<file path="src/rtl/token_parser.sv">
// Forth word parser: turns a delimited character stream into literal/opcode tokens.
// Define TOKEN_PARSER_NEG_EN to accept negative decimal literals ("-5").
module token_parser #(
    parameter int unsigned WIDTH  = 32,
    parameter int unsigned DATA   = 32,
    parameter int unsigned OPCODE = 16
) (
    input  logic              i_clk,
    input  logic              i_rst,
    input  logic              i_en,
    input  logic [7:0]        i_data,
    input  logic              i_valid,
    input  logic              i_wc,
    input  logic              i_eol,
    output logic              o_ready,
    output logic [OPCODE-1:0] o_opcode,
    output logic [DATA-1:0]   o_data,
    output logic              o_err,
    output logic              o_eol,
    output logic              o_valid,
    input  logic              i_ready,
    output logic [1:0]        o_state
);
    localparam int unsigned LW    = $clog2(WIDTH + 1);
    localparam int unsigned IW    = $clog2(WIDTH);
    localparam int unsigned DW    = DATA + 4;
    localparam int unsigned NDICT = 6;
    // Entry e maps to opcode e+2; strings are right-aligned in 32 bits.
    localparam logic [31:0] DictStr [NDICT] = '{"DROP", "+", "-", "DUP", "SWAP", "."};
    localparam int unsigned DictLen [NDICT] = '{4, 1, 1, 3, 4, 1};

    typedef enum logic [1:0] {
        StCollect = 2'd0,
        StDrain   = 2'd1,
        StConvert = 2'd2,
        StOutput  = 2'd3
    } state_e;

    state_e            state_q, state_d;
    logic [7:0]        word_q [WIDTH];
    logic [7:0]        word_d [WIDTH];
    logic [LW-1:0]     len_q, len_d, idx_q, idx_d;
    logic [DATA-1:0]   dec_q, dec_d, hex_q, hex_d;
    logic              dec_bad_q, dec_bad_d, hex_bad_q, hex_bad_d, neg_q, neg_d;
    logic [NDICT-1:0]  match_q, match_d;
    logic [OPCODE-1:0] opcode_q, opcode_d;
    logic [DATA-1:0]   data_q, data_d;
    logic              err_q, err_d, eol_q, eol_d, valid_q, valid_d;

    logic [7:0]        ch, ec;
    logic [3:0]        nib;
    logic              is_dig, is_hex, last, delim;
    logic [DW-1:0]     dec_wide;
    logic [DATA-1:0]   dec_step, hex_step;
    logic              dec_bad_step, hex_bad_step, neg_step, dec_ok, hex_ok;
    logic [NDICT-1:0]  match_step, match_fin;
    logic [OPCODE-1:0] dict_op;

    assign delim = i_wc | i_eol;

    // One character step of the three trackers, plus the final verdict on the last character.
    always_comb begin
        ch     = word_q[idx_q[IW-1:0]];
        is_dig = (ch >= "0") && (ch <= "9");
        is_hex = is_dig;
        nib    = ch[3:0];
        if ((ch >= "a" && ch <= "f") || (ch >= "A" && ch <= "F")) begin
            is_hex = 1'b1;
            nib    = ch[3:0] + 4'd9;
        end
        last = (idx_q == len_q - LW'(1));

        dec_wide     = {4'b0, dec_q} * DW'(10) + DW'(ch[3:0]);
        dec_step     = dec_wide[DATA-1:0];
        dec_bad_step = dec_bad_q | ~is_dig | (|dec_wide[DW-1:DATA]);
        neg_step     = neg_q;
`ifdef TOKEN_PARSER_NEG_EN
        if (idx_q == '0 && ch == "-") begin
            dec_step     = dec_q;
            dec_bad_step = dec_bad_q;
            neg_step     = 1'b1;
        end
`endif
        dec_ok = ~dec_bad_step;
`ifdef TOKEN_PARSER_NEG_EN
        if (neg_step && (len_q == LW'(1) || dec_step > {1'b1, {(DATA-1){1'b0}}})) begin
            dec_ok = 1'b0;
        end
`endif

        hex_step     = {hex_q[DATA-5:0], nib};
        hex_bad_step = hex_bad_q;
        if (idx_q == LW'(0)) begin
            hex_step     = '0;
            hex_bad_step = hex_bad_q | (ch != "0");
        end else if (idx_q == LW'(1)) begin
            hex_step     = '0;
            hex_bad_step = hex_bad_q | ((ch != "x") && (ch != "X"));
        end else begin
            hex_bad_step = hex_bad_q | ~is_hex;
        end
        hex_ok = ~hex_bad_step && (int'(len_q) >= 3) && (int'(len_q) <= DATA / 4 + 2);

        match_step = match_q;
        match_fin  = '0;
        dict_op    = '0;
        ec         = '0;
        for (int e = 0; e < NDICT; e++) begin
            ec = 8'h00;
            if (int'(idx_q) < DictLen[e]) begin
                ec = 8'(DictStr[e] >> (8 * (DictLen[e] - 1 - int'(idx_q))));
            end
            match_step[e] = match_q[e] & (ch == ec);
            match_fin[e]  = match_step[e] & (int'(len_q) == DictLen[e]);
        end
        for (int e = NDICT - 1; e >= 0; e--) begin
            if (match_fin[e]) dict_op = OPCODE'(e + 2);
        end
    end

    always_comb begin
        state_d   = state_q;
        word_d    = word_q;
        len_d     = len_q;
        idx_d     = idx_q;
        dec_d     = dec_q;
        dec_bad_d = dec_bad_q;
        neg_d     = neg_q;
        hex_d     = hex_q;
        hex_bad_d = hex_bad_q;
        match_d   = match_q;
        opcode_d  = opcode_q;
        data_d    = data_q;
        err_d     = err_q;
        eol_d     = eol_q;
        valid_d   = valid_q;
        if (i_en) begin
            unique case (state_q)
                StCollect: begin
                    if (i_valid) begin
                        if (delim) begin
                            if (len_q != '0) begin
                                eol_d   = i_eol;
                                idx_d   = '0;
                                state_d = StConvert;
                            end else if (i_eol) begin
                                eol_d   = 1'b1;
                                valid_d = 1'b1;
                                state_d = StOutput;
                            end
                        end else if (len_q == LW'(WIDTH)) begin
                            state_d = StDrain;
                        end else begin
                            word_d[len_q[IW-1:0]] = i_data;
                            len_d = len_q + LW'(1);
                        end
                    end
                end
                StDrain: begin
                    if (i_valid && delim) begin
                        err_d   = 1'b1;
                        eol_d   = i_eol;
                        valid_d = 1'b1;
                        state_d = StOutput;
                    end
                end
                StConvert: begin
                    idx_d     = idx_q + LW'(1);
                    dec_d     = dec_step;
                    dec_bad_d = dec_bad_step;
                    neg_d     = neg_step;
                    hex_d     = hex_step;
                    hex_bad_d = hex_bad_step;
                    match_d   = match_step;
                    if (last) begin
                        valid_d = 1'b1;
                        state_d = StOutput;
                        if (dec_ok) begin
                            opcode_d = OPCODE'(1);
                            data_d   = neg_step ? (~dec_step + DATA'(1)) : dec_step;
                        end else if (hex_ok) begin
                            opcode_d = OPCODE'(1);
                            data_d   = hex_step;
                        end else if (|match_fin) begin
                            opcode_d = dict_op;
                        end else begin
                            err_d = 1'b1;
                        end
                    end
                end
                StOutput: begin
                    if (i_ready) begin
                        for (int i = 0; i < WIDTH; i++) word_d[i] = '0;
                        len_d     = '0;
                        idx_d     = '0;
                        dec_d     = '0;
                        dec_bad_d = 1'b0;
                        neg_d     = 1'b0;
                        hex_d     = '0;
                        hex_bad_d = 1'b0;
                        match_d   = '1;
                        opcode_d  = '0;
                        data_d    = '0;
                        err_d     = 1'b0;
                        eol_d     = 1'b0;
                        valid_d   = 1'b0;
                        state_d   = StCollect;
                    end
                end
                default: ;
            endcase
        end
    end

    always_ff @(posedge i_clk or posedge i_rst) begin
        if (i_rst) begin
            state_q <= StCollect;
            for (int i = 0; i < WIDTH; i++) word_q[i] <= '0;
            len_q     <= '0;
            idx_q     <= '0;
            dec_q     <= '0;
            dec_bad_q <= 1'b0;
            neg_q     <= 1'b0;
            hex_q     <= '0;
            hex_bad_q <= 1'b0;
            match_q   <= '1;
            opcode_q  <= '0;
            data_q    <= '0;
            err_q     <= 1'b0;
            eol_q     <= 1'b0;
            valid_q   <= 1'b0;
        end else begin
            state_q   <= state_d;
            word_q    <= word_d;
            len_q     <= len_d;
            idx_q     <= idx_d;
            dec_q     <= dec_d;
            dec_bad_q <= dec_bad_d;
            neg_q     <= neg_d;
            hex_q     <= hex_d;
            hex_bad_q <= hex_bad_d;
            match_q   <= match_d;
            opcode_q  <= opcode_d;
            data_q    <= data_d;
            err_q     <= err_d;
            eol_q     <= eol_d;
            valid_q   <= valid_d;
        end
    end

    assign o_ready  = ~i_rst & ~state_q[1];
    assign o_opcode = opcode_q;
    assign o_data   = data_q;
    assign o_err    = err_q;
    assign o_eol    = eol_q;
    assign o_valid  = valid_q;
    assign o_state  = state_q;

endmodule
</file>
<file path="config.mk">
export PLATFORM = sky130hd
export DESIGN_NAME = token_parser
export DESIGN_NICKNAME = d
export VERILOG_FILES = /design/src/rtl/token_parser.sv
export SDC_FILE = /design/constraint.sdc
export NUM_CORES = 1
export LEC_CHECK = 0
export ABC_AREA = 1
export CORE_MARGIN = 10
export CORE_UTILIZATION = 45
export DETAILED_ROUTE_END_ITERATION = 7
export GPL_TIMING_DRIVEN = 0
export MAX_ROUTING_LAYER = met4
export PLACE_DENSITY = 0.73
export SLEW_MARGIN = 20
export SYNTH_ARGS = -nofsm -noshare
export SYNTH_HDL_FRONTEND = slang
export SYNTH_SLANG_ARGS = --single-unit
export TNS_END_PERCENT = 20
</file>
<file path="constraint.sdc">
create_clock -name i_clk -period 14.1 [get_ports i_clk]
set_clock_uncertainty 0.05 [all_clocks]
set_input_delay 3.525 -clock i_clk [delete_from_list [all_inputs] [get_ports i_clk]]
set_output_delay 3.525 -clock i_clk [all_outputs]
set_load 0.02 [all_outputs]
</file>
==> reports/qor.csv <==
stage,metric,value,unit
status,status,completed,
pwr,p_sw,2.82,mW
synthesis,async_flop_share,1.00,
pwr,ir_worst_vdd,0.122,mV
die,die_w,245,µm
worst_setup_path,cpPeakStageDelay,0.62,ns
worst_setup_path,critPathSlowestCell,clkdlybuf4s50_1,
drt,wl_per_cell,20.0,µm
pwr,power_density,225,mW/mm²
global_routing,grt_pass1_wl,121,mm
global_routing,grt_max_degree,107,
worst_hold_path,hold_path_class,flip-flop to flip-flop,
synthesis,netlist_top_cells_count,"nand2_1, inv_1, dfrtp_1",
drt,drc,0,
synthesis,yosys.cell_count.top_type,nand2_1,
worst_setup_path,path_cells,"clkdlybuf4s50_1, nor2_1, clkdlybuf4s50_1",
timing,setup_viol,0,
clock_network,cts.sinks,376,
cells_and_area,stdcell_area,0.0257,mm²
clock_network,cts-htree-levels,2,
worst_setup_path,arrival,4.79,ns
pwr,power_frac_clock,0.198,
die,core,0.0501,mm²
timing,finalHoldViolCount,0,
drt,dr_total_vias,22200,
drt,ant_nets,0,
pwr,total_power,5.79,mW
pwr,intPower,2.97,mW
synthesis,ys_ff_latch,376,
placement,numPortBuffers,55,
cells_and_area,multiInputGateArea,0.0112,mm²
timing,min_period,8.37,ns
clock_network,clock_latency,0.61,ns
clock_network,hold_buffers,0,
pwr,p_leak,12.7,nW
synthesis,netlist_top_cells_area,"dfrtp_1, nand2_1, inv_1",
cells_and_area,register_area,0.00942,mm²
global_routing,overflow,0,
die,ios,69,
placement,place_area,0.0243,mm²
clock_network,cts_tree,yes,
synthesis,synth_edf_count,0,
clock_network,postCtsSetupRepairBufs,0,
cells_and_area,syn_to_final_growth,13.0,%
synthesis,avgSynthCellArea,7.28,µm²
cells_and_area,drive_above_1_share,0.0669,
timing,fmax,0.119,GHz
global_routing,grt_usage,0.266,
placement,gp_congestion,1.04,
worst_setup_path,critPathLaunchType,input port,
placement,dp_cells,3869,
synthesis,yosysWarnings,0,
global_routing,grt_antenna_before_repair,1,
synthesis,syn_inst,3127,
synthesis,yosys.area.top_type_share,0.407,
timing,worst_slew_pin_slew,1.07,ns
worst_setup_path,worstSetupPathType,input port to output pin,
worst_setup_path,path_max_fanout,2,
clock_network,numCtsBuffers,42,
drt,dr.pass1.iters,8,
worst_setup_path,crit_path_frequent_cell,clkdlybuf4s50_1,
placement,hpwl,57.2,mm
clock_network,root_buffer,clkbuf_16,
synthesis,yosys.area.top_type,dfrtp_1,
drt,wl,79.1,mm
cells_and_area,final_cells,3947,
timing,maxSlewViolCount,0,
timing,min_period_over_period,0.594,
timing,rsz0062_at_grt,no,
worst_setup_path,end_kind,output pin,
drt,drt-initial-drc-count,2631,
timing,relSlewSlack,0.286,
die,initial_utilization,0.455,
clock_network,cts_max_path_buffers,3,
worst_setup_path,crit_family,buffers and inverters,
die,die_area,0.0600,mm²
worst_setup_path,required,10.52,ns
worst_setup_path,worst-path-buf-inv,2,
global_routing,grt_pass1_vias,21000,
die,chipHeight,245,µm
synthesis,post_synth_instance_area,0.0228,mm²
pwr,power_switching_share,0.487,
clock_network,clk_pin_slew,0.06,ns
cells_and_area,nets,3341,
pwr,seqPwrFrac,0.273,
synthesis,synth_cell_types,45,
cells_and_area,fin_util,0.514,
pwr,power_frac_comb,0.529,
clock_network,postCtsResizedCells,0,
run,maxCapViolCount,0,
drt,routed_via_density,5.63,
synthesis,yosys_most_used_dff,dfrtp_1,
die,num_rows,82,
synthesis,ys_seq_area_frac,0.413,
cells_and_area,fill_cells,4918,
tightest hold or removal path, delay by kind of cell, from the launching register on:
family           cells  cell delay [ns]
DFF                  1             0.34
and+or+nand+nor      2             0.11
area by class of cell:
cell class / instances / share of cell area
sequential: 376 / 0.366
clock buffer: 55 / 0.0455
antenna: 2 / 0.000194
multi-input combinational: 2219 / 0.434
inverter: 392 / 0.0577
tap: 672 / 0.0327
clock inverter: 21 / 0.0101
timing repair buffer: 58 / 0.0246
buffer: 152 / 0.0294
power groups by stage:
stage / combinational, mW / sequential (mW) / clock [mW]
floorplan: 1.98 / 1.58 / 0
global placement: 2.93 / 1.58 / 0
detailed placement: 2.97 / 1.59 / 0
CTS: 2.98 / 1.57 / 1.15
global route: 3.35 / 1.61 / 1.19
finish: 3.06 / 1.58 / 1.15
path summary, 6_finish.rpt:
| kind | endpoint | depth (start not counted) | slack, ns | startpoint |
|---|---|---|---|---|
| setup / recovery | o_ready | 3 | 5.73 | i_rst |
| hold / removal | o_data[28] | 2 | 0.43 | o_data[28] |
| setup reg to reg | o_data[25] | 29 | 8.46 | idx_q[0] |
| hold reg to reg | o_data[28] | 2 | 0.43 | o_data[28] |
| max in group asynchronous | word_q[254] | 4 | 9.16 | i_rst |
| min in group asynchronous | o_state[0] | 2 | 3.40 | i_rst |
cell families after synthesis:
group / count (synthesis) / synth area share
adders and majority gates: 85 / 0.0474
buffers and inverters: 544 / 0.0981
xor gates and xnor gates: 31 / 0.0119
and+or+nand+nor: 1529 / 0.286
AOI/OAI and AO/OA: 561 / 0.143
DFF: 376 / 0.413
other: 1 / 0.000165
flip-flops by register name (all words and copies together), names as in the netlist:
| signal | count |
|---|---|
| match_q | 6 |
| hex_bad_q | 1 |
| idx_q | 6 |
| o_err | 1 |
| word_q | 256 |
| o_valid | 1 |
| o_eol | 1 |
| o_opcode | 3 |
| hex_q | 28 |
| dec_q | 32 |
| dec_bad_q | 1 |
| o_state | 2 |
| len_q | 6 |
| o_data | 32 |
layer usage:
metal  wire [µm]  share of wire  track usage
met5           0              0            -
met1       31700           0.40        0.327
met4        5280          0.067        0.155
met2       35300           0.45        0.406
met3        6860          0.087       0.0494
cells in the final DEF, fill, tap and decap left out, drive strengths merged:
cell type and n:
conb 13, inv 388, fa 2, diode 2
o21a 1, clkinvlp 4, clkdlybuf4s50 55, ha 83
clkbuf 132, dfrtp 370, nor3 27, nor3b 4
nand3 238, o2111ai 2, o211ai 91, nand4 64
o22ai 136, buf 78, a21oi 71, dfstp 6
clkinv 17, xnor2 13, a221oi 1, a22o 10
and2 3, xor2 18, o21ai 247, nand2 906
nand3b 12, o21bai 2, and3 3, bufinv 4
nor2 270, or2 2
through the flow:
| stage | hold slack (ns) | TNS [ns] | setup slack (ns) |
|---|---|---|---|
| after floorplan | 0.398 | 0 | 0.0910 |
| after global placement | 0.411 | -1661.22 | -4.51 |
| after detailed placement | 0.415 | 0 | 5.72 |
| after CTS | 0.427 | 0 | 5.72 |
| after global routing | 0.458 | 0 | 5.67 |
| final | 0.428 | 0 | 5.73 |
(Power assumes the default switching activity.)
